$ cat src/rtl/proc_core.sv
// -----------------------------------------------------------------------------
// proc_core -- single-cycle 32-bit RISC core
//
// Fetches one instruction per clock from an external instruction memory,
// decodes and executes it combinationally, and drives an external 32x32
// register file (r0 is hardwired to zero outside this block) and a data
// memory / MMIO window reached through ordinary lw/sw.
//
// Optional build macro: PROC_OVF_STATUS_EN
//   When defined, a signed overflow on add, addi or sub writes a status code
//   to r30 (add=1, addi=2, sub=3) instead of writing rd.
//   When undefined, overflowing results wrap and are written to rd.
//
// Ports:
//   clock             in   master clock, PC updates on the rising edge
//   reset             in   synchronous active-low reset
//   address_imem      out  current PC (PC_WIDTH bits)
//   q_imem            in   instruction at address_imem
//   address_dmem      out  load/store address (DADDR_WIDTH bits), 0 otherwise
//   data              out  store data (register port B value)
//   wren              out  data memory / MMIO write enable (sw only)
//   q_dmem            in   load data
//   ctrl_writeEnable  out  register file write enable (never for r0)
//   ctrl_writeReg     out  register file destination
//   ctrl_readRegA     out  register file read port A select
//   ctrl_readRegB     out  register file read port B select
//   data_writeReg     out  register file write data
//   data_readRegA     in   read port A data
//   data_readRegB     in   read port B data
// -----------------------------------------------------------------------------
module proc_core #(
    parameter int                  PC_WIDTH    = 12,
    parameter int                  DADDR_WIDTH = 17,
    parameter logic [PC_WIDTH-1:0] RESET_PC    = '0
) (
    input  logic                   clock,
    input  logic                   reset,
    output logic [PC_WIDTH-1:0]    address_imem,
    input  logic [31:0]            q_imem,
    output logic [DADDR_WIDTH-1:0] address_dmem,
    output logic [31:0]            data,
    output logic                   wren,
    input  logic [31:0]            q_dmem,
    output logic                   ctrl_writeEnable,
    output logic [4:0]             ctrl_writeReg,
    output logic [4:0]             ctrl_readRegA,
    output logic [4:0]             ctrl_readRegB,
    output logic [31:0]            data_writeReg,
    input  logic [31:0]            data_readRegA,
    input  logic [31:0]            data_readRegB
);

    // -------------------------------------------------------------------------
    // Instruction encodings
    // -------------------------------------------------------------------------
    typedef enum logic [4:0] {
        OP_RTYPE = 5'b00000,
        OP_J     = 5'b00001,
        OP_BNE   = 5'b00010,
        OP_JAL   = 5'b00011,
        OP_JR    = 5'b00100,
        OP_ADDI  = 5'b00101,
        OP_BLT   = 5'b00110,
        OP_SW    = 5'b00111,
        OP_LW    = 5'b01000,
        OP_SETX  = 5'b10101,
        OP_BEX   = 5'b10110
    } opcode_e;

    typedef enum logic [4:0] {
        ALU_ADD = 5'b00000,
        ALU_SUB = 5'b00001,
        ALU_AND = 5'b00010,
        ALU_OR  = 5'b00011,
        ALU_SLL = 5'b00100,
        ALU_SRA = 5'b00101
    } aluop_e;

    localparam logic [4:0] R_ZERO   = 5'd0;
    localparam logic [4:0] R_STATUS = 5'd30;
    localparam logic [4:0] R_LINK   = 5'd31;

    // -------------------------------------------------------------------------
    // Field extraction
    // -------------------------------------------------------------------------
    opcode_e     opcode;
    aluop_e      aluop;
    logic [4:0]  rd;
    logic [4:0]  rs;
    logic [4:0]  rt;
    logic [4:0]  shamt;
    logic [31:0] imm_ext;
    logic [31:0] target_ext;

    assign opcode     = opcode_e'(q_imem[31:27]);
    assign rd         = q_imem[26:22];
    assign rs         = q_imem[21:17];
    assign rt         = q_imem[16:12];
    assign shamt      = q_imem[11:7];
    assign aluop      = aluop_e'(q_imem[6:2]);
    assign imm_ext    = {{15{q_imem[16]}}, q_imem[16:0]};
    assign target_ext = {5'b0, q_imem[26:0]};

    // -------------------------------------------------------------------------
    // Register file read-port selection
    // -------------------------------------------------------------------------
    // Port A normally carries rs; jr needs rd as its target and bex tests r30.
    // Port B carries rt for R-type; sw and the compare-branches need rd there
    // (sw stores rd, branches compare rd against rs).
    always_comb begin
        // NOTE: every output of a combinational block gets a default first, so
        // no path through the case leaves it unassigned and infers a latch.
        ctrl_readRegA = rs;
        ctrl_readRegB = rt;
        case (opcode)
            OP_JR:                 ctrl_readRegA = rd;
            OP_BEX:                ctrl_readRegA = R_STATUS;
            OP_SW, OP_BNE, OP_BLT: ctrl_readRegB = rd;
            default:               ;
        endcase
    end

    logic [31:0] op_a;
    logic [31:0] op_b;

    assign op_a = data_readRegA;
    assign op_b = data_readRegB;

    // -------------------------------------------------------------------------
    // Arithmetic
    // -------------------------------------------------------------------------
    logic [31:0] sum_ab;
    logic [31:0] diff_ab;
    logic [31:0] sum_imm;

    assign sum_ab  = op_a + op_b;
    assign diff_ab = op_a - op_b;
    // Shared by addi and by the lw/sw effective address.
    assign sum_imm = op_a + imm_ext;

`ifdef PROC_OVF_STATUS_EN
    logic add_ovf;
    logic sub_ovf;
    logic addi_ovf;

    // Signed overflow: the operands (after negating b for sub) share a sign
    // that the wrapped result does not.
    assign add_ovf  = (op_a[31] == op_b[31])    && (sum_ab[31]  != op_a[31]);
    assign sub_ovf  = (op_a[31] != op_b[31])    && (diff_ab[31] != op_a[31]);
    assign addi_ovf = (op_a[31] == imm_ext[31]) && (sum_imm[31] != op_a[31]);
`endif

    // R-type ALU. Shifts act on rs (port A) by the immediate shamt field.
    logic        alu_valid;
    logic [31:0] alu_result;

    always_comb begin
        alu_valid  = 1'b1;
        alu_result = sum_ab;
        case (aluop)
            ALU_ADD: alu_result = sum_ab;
            ALU_SUB: alu_result = diff_ab;
            ALU_AND: alu_result = op_a & op_b;
            ALU_OR:  alu_result = op_a | op_b;
            ALU_SLL: alu_result = op_a << shamt;
            ALU_SRA: alu_result = $signed(op_a) >>> shamt;
            default: alu_valid  = 1'b0;
        endcase
    end

    // -------------------------------------------------------------------------
    // Program counter
    // -------------------------------------------------------------------------
    logic [PC_WIDTH-1:0] pc_q;
    logic [PC_WIDTH-1:0] pc_d;
    logic [PC_WIDTH-1:0] pc_plus1;
    logic [PC_WIDTH-1:0] br_target;
    logic [PC_WIDTH-1:0] jmp_target;

    // All PC arithmetic wraps modulo 2^PC_WIDTH; targets are truncated.
    assign pc_plus1   = pc_q + PC_WIDTH'(1);
    assign br_target  = pc_plus1 + imm_ext[PC_WIDTH-1:0];
    assign jmp_target = target_ext[PC_WIDTH-1:0];

    // -------------------------------------------------------------------------
    // Execute / writeback control
    // -------------------------------------------------------------------------
    logic        wr_en;
    logic [4:0]  wr_reg;
    logic [31:0] wr_data;
    logic        is_store;
    logic        is_mem;

    always_comb begin
        wr_en    = 1'b0;
        wr_reg   = rd;
        wr_data  = alu_result;
        is_store = 1'b0;
        is_mem   = 1'b0;
        pc_d     = pc_plus1;

        case (opcode)
            OP_RTYPE: begin
                // Unassigned aluop values leave alu_valid low: no write.
                wr_en = alu_valid;
`ifdef PROC_OVF_STATUS_EN
                if (aluop == ALU_ADD && add_ovf) begin
                    wr_reg  = R_STATUS;
                    wr_data = 32'd1;
                end else if (aluop == ALU_SUB && sub_ovf) begin
                    wr_reg  = R_STATUS;
                    wr_data = 32'd3;
                end
`endif
            end

            OP_ADDI: begin
                wr_en   = 1'b1;
                wr_data = sum_imm;
`ifdef PROC_OVF_STATUS_EN
                if (addi_ovf) begin
                    wr_reg  = R_STATUS;
                    wr_data = 32'd2;
                end
`endif
            end

            OP_SW: begin
                is_store = 1'b1;
                is_mem   = 1'b1;
            end

            OP_LW: begin
                is_mem  = 1'b1;
                wr_en   = 1'b1;
                wr_data = q_dmem;
            end

            // Port B holds rd and port A holds rs for both compare-branches.
            OP_BNE: begin
                if (op_b != op_a) pc_d = br_target;
            end

            OP_BLT: begin
                if ($signed(op_b) < $signed(op_a)) pc_d = br_target;
            end

            OP_J: begin
                pc_d = jmp_target;
            end

            OP_JAL: begin
                wr_en   = 1'b1;
                wr_reg  = R_LINK;
                wr_data = {{(32-PC_WIDTH){1'b0}}, pc_plus1};
                pc_d    = jmp_target;
            end

            OP_JR: begin
                pc_d = op_a[PC_WIDTH-1:0];
            end

            OP_SETX: begin
                wr_en   = 1'b1;
                wr_reg  = R_STATUS;
                wr_data = target_ext;
            end

            // Port A is steered to r30 for bex.
            OP_BEX: begin
                if (op_a != '0) pc_d = jmp_target;
            end

            default: ;
        endcase
    end

    // -------------------------------------------------------------------------
    // State
    // -------------------------------------------------------------------------
    // The PC is the only state held here; the register file and memories are
    // external, so there is no storage array to reset.
    always_ff @(posedge clock) begin
        // NOTE: sequential state uses non-blocking assignments so every
        // register samples its pre-edge inputs regardless of statement order.
        if (!reset) begin
            pc_q <= RESET_PC;
        end else begin
            pc_q <= pc_d;
        end
    end

    // -------------------------------------------------------------------------
    // Outputs
    // -------------------------------------------------------------------------
    // While reset is low the instruction is aborted: both write strobes are
    // held off so nothing architectural changes.
    assign address_imem     = pc_q;
    assign address_dmem     = is_mem ? sum_imm[DADDR_WIDTH-1:0] : '0;
    assign data             = op_b;
    assign wren             = reset & is_store;
    assign ctrl_writeEnable = reset & wr_en & (wr_reg != R_ZERO);
    assign ctrl_writeReg    = wr_reg;
    assign data_writeReg    = wr_data;

endmodule

$ cat config.mk
export PLATFORM = sky130hd
export DESIGN_NAME = proc_core
export DESIGN_NICKNAME = d
export VERILOG_FILES = /design/src/rtl/proc_core.sv
export SDC_FILE = /design/constraint.sdc
export NUM_CORES = 1
export LEC_CHECK = 0
export ABC_AREA = 0
export CAP_MARGIN = 20
export CELL_PAD_IN_SITES_DETAIL_PLACEMENT = 0
export CELL_PAD_IN_SITES_GLOBAL_PLACEMENT = 1
export CORE_MARGIN = 2
export CORE_UTILIZATION = 40
export DETAILED_ROUTE_END_ITERATION = 10
export GPL_TIMING_DRIVEN = 0
export PLACE_DENSITY_LB_ADDON = 0.1
export SYNTH_ARGS = -nofsm -noshare
export SYNTH_HDL_FRONTEND = slang
export SYNTH_SLANG_ARGS = --single-unit
$ cat constraint.sdc
create_clock -name clock -period 14.08 [get_ports clock]
set_clock_uncertainty 0.05 [all_clocks]
set_input_delay 3.52 -clock clock [delete_from_list [all_inputs] [get_ports clock]]
set_output_delay 3.52 -clock clock [all_outputs]
set_load 0.1 [all_outputs]
==> impl_metrics.json <==
{
  "max_cap_violations": 0,
  "cts_resized": 12,
  "placeableCoreArea_mm2": 0.03172,
  "min_period_ns": 14.06,
  "vias": 16110,
  "dieArea_mm2": 0.03377,
  "setup_viol": 0,
  "postRouteAntennaNets": 0,
  "dp_hpwl_um": 57340,
  "die_x_um": 183.8,
  "worst-path-max-fanout": 10,
  "end_kind": "output pin",
  "vdd_ir_drop_max_uv": 47.13,
  "final_hold_viol_count": 0,
  "num_rows": 65,
  "syn_area_mm2": 0.01293,
  "worst_slew_pin_slew_ns": 1.268,
  "setup_slack_ns": 0.02261,
  "leakagePower_nw": 6.578,
  "initial_core_util_pct": 40.75,
  "fmax_ghz": 0.07114,
  "die_h_um": 183.8,
  "r2r_cells": 14,
  "dr.pass1.iters": 6,
  "grt_pass1_wl_um": 101800,
  "cpMostUsedCell": "nand2_1",
  "insertion_delay_ns": 0.24,
  "hold_class": "reg -> reg",
  "synth-adder-area-share_pct": 17.11,
  "routed_wirelength_um": 71710,
  "cts_tree": "done",
  "cts-htree-levels": 1,
  "drc": 0,
  "cpMaxStageDelayCell": "clkdlybuf4s50_1",
  "yosysSeqAreaShare_pct": 1.858,
  "place_congestion": 1.060,
  "arrival_ns": 10.49,
  "cts-root-buf": "clkbuf_16",
  "worst-path-buf-inv": 5,
  "yosysWarnings": 0,
  "worstPathRequired_ns": 10.51,
  "io_pins": 240,
  "final_nets": 2333,
  "grt-ovfl-total": 0,
  "port_buffers": 235,
  "post-place-ws_ns": -0.4496,
  "p_per_area_mw_per_mm2": 67.87,
  "clk_pin_slew_ns": 0.04,
  "synth-main-ff-cell": "dfxtp_1",
  "slew_viol_final": 0,
  "final_common_cell": "clkdlybuf4s50_1",
  "fin_tns_setup_ns": 0,
  "cts_hold_buf": 0,
  "path_cells": "clkdlybuf4s50_1 > clkbuf_1 > clkbuf_1 > and3b_1 > buf_1 > nor2_1 > xnor2_1 > ha_1 > and3_1 > and3_1 > a211oi_2 > o21ai_1 > nand2_1 > nand2_1 > xor2_1 > nand2_1 > a31oi_1 > clkdlybuf4s50_1",
  "clock-sinks": 12,
  "synthSimpleGateAreaFrac_pct": 19.82,
  "syn_to_final_growth_pct": 22.96,
  "synth_compound_area_share_pct": 29.40,
  "cp_top_family": "buffers and inverters",
  "outcome": "finished clean",
  "clockBufferDepth": 2,
  "drive_gt1_share_pct": 8.239,
  "synth.net_count": 2088,
  "period_share_pct": 99.84,
  "synth-edff-count": 0,
  "worstSetupPathType": "in -> out",
  "drt_iter0_drc": 1889,
  "viasPerCell": 6.632,
  "largest_reg_flops": 12,
  "synth.distinct_cells": 90,
  "holdPathStages": 2,
  "antenna_found_initial": 2,
  "cts_made_buffers": 3,
  "crit_cells": 18,
  "synth_top_family_by_area": "compound AO/OA/AOI/OAI gates",
  "start_kind": "input pin",
  "relSlewSlack_pct": 15.49,
  "rsz0062_at_grt": "false",
  "grtUsageTotal_pct": 41.03,
  "avgSynthCellArea_um2": 7.250,
  "async_reset_ff_share_pct": 0,
  "routedWlPerCell_um": 29.52,
  "syn-instance-count": 1783,
  "ys_seq_elements": 12,
  "grt_max_degree": 19,
  "diodes": 0,
  "critPathMaxStageDelay_ns": 1.22,
  "final_cell_mix": "clkdlybuf4s50_1 (223), ha_1 (172), nor2_1 (169)",
  "postCtsSetupBuffers": 0,
  "muxShareOfSynthArea_pct": 16.32,
  "synth_xor_area_share_pct": 6.640,
  "final_core_util_pct": 50.11,
  "grt_pass1_vias": 15240
}
stage by stage:
| step | total power, mW | area (um2) | hold WS (ns) | cells |
|---|---|---|---|---|
| floorplan | 0.6928 | 12930 | 1.077 | 1783 |
| global placement | 0.9932 | 15780 | 0.6297 | 2420 |
| detailed placement | 0.9978 | 15820 | 0.6606 | 2425 |
| CTS | 1.055 | 15900 | 0.6688 | 2429 |
| global route | 1.119 | 15890 | 0.7040 | 2429 |
| finish | 1.079 | 15890 | 0.6741 | 2429 |
Yosys cell counts, types with 24 or more instances:
cell,count,area share (%)
nor3_1,34,1.3
a221oi_1,45,3.0
ha_1,172,17
clkbuf_1,82,2.4
o21ai_0,115,4.5
a21oi_1,149,5.8
mux4_2,61,11
inv_1,128,3.7
xor2_1,27,1.8
or3_1,24,1.2
a21o_1,25,1.5
mux2i_1,60,4.6
a211oi_1,24,1.4
nor2_1,169,4.9
xnor2_1,71,4.8
buf_4,33,1.9
nand3_1,32,1.2
nand2_1,138,4.0
routing by layer:
metal | routed length (um) | part of all wire, % | GRT usage (%)
met5 | 18 | 0.025 | 0
met4 | 3931 | 5.5 | 19.78
met3 | 8454 | 12 | 10.95
met2 | 30960 | 43 | 64.24
met1 | 28350 | 40 | 52.21
worst paths after layout:
path,start,endpoint,slack [ns]
worst max-delay path,q_imem[2],data_writeReg[22],0.02
worst min-delay path,address_imem[10],address_imem[10],0.67
worst max register to register,address_imem[0],address_imem[10],10.32
worst min register to register,address_imem[10],address_imem[10],0.67
where the power goes:
group | total, mW | internal, mW | leakage [nW] | switching (mW)
combinational | 0.980 | 0.296 | 6.44 | 0.684
sequential | 0.0408 | 0.0371 | 0.0984 | 0.00370
clock | 0.0577 | 0.0429 | 0.0442 | 0.0149
total | 1.08 | 0.376 | 6.58 | 0.703
area by class of cell:
type,count,area (um2)
multi-input combinational,1504,11550
tap,402,503.0
clock buffer,4,88.84
buffer,138,659.4
inverter,129,484.2
sequential,12,240.2
timing repair buffer,240,2371
fill,3169,15820
cell families after synthesis:
group                      after synthesis
DFF                                     12
buffers and inverters                  267
AOI/OAI and AO/OA                      575
adders and majority gates              175
muxes                                  133
xor gates and xnor gates                98
and+or+nand+nor                        523
tightest hold or removal path, cell delays in order, from the launching register on:
cell and delay, ns:
dfxtp_1 0.37, xor2_1 0.14, a2bb2oi_1 0.15
Power figures use the tool's default switching activity.
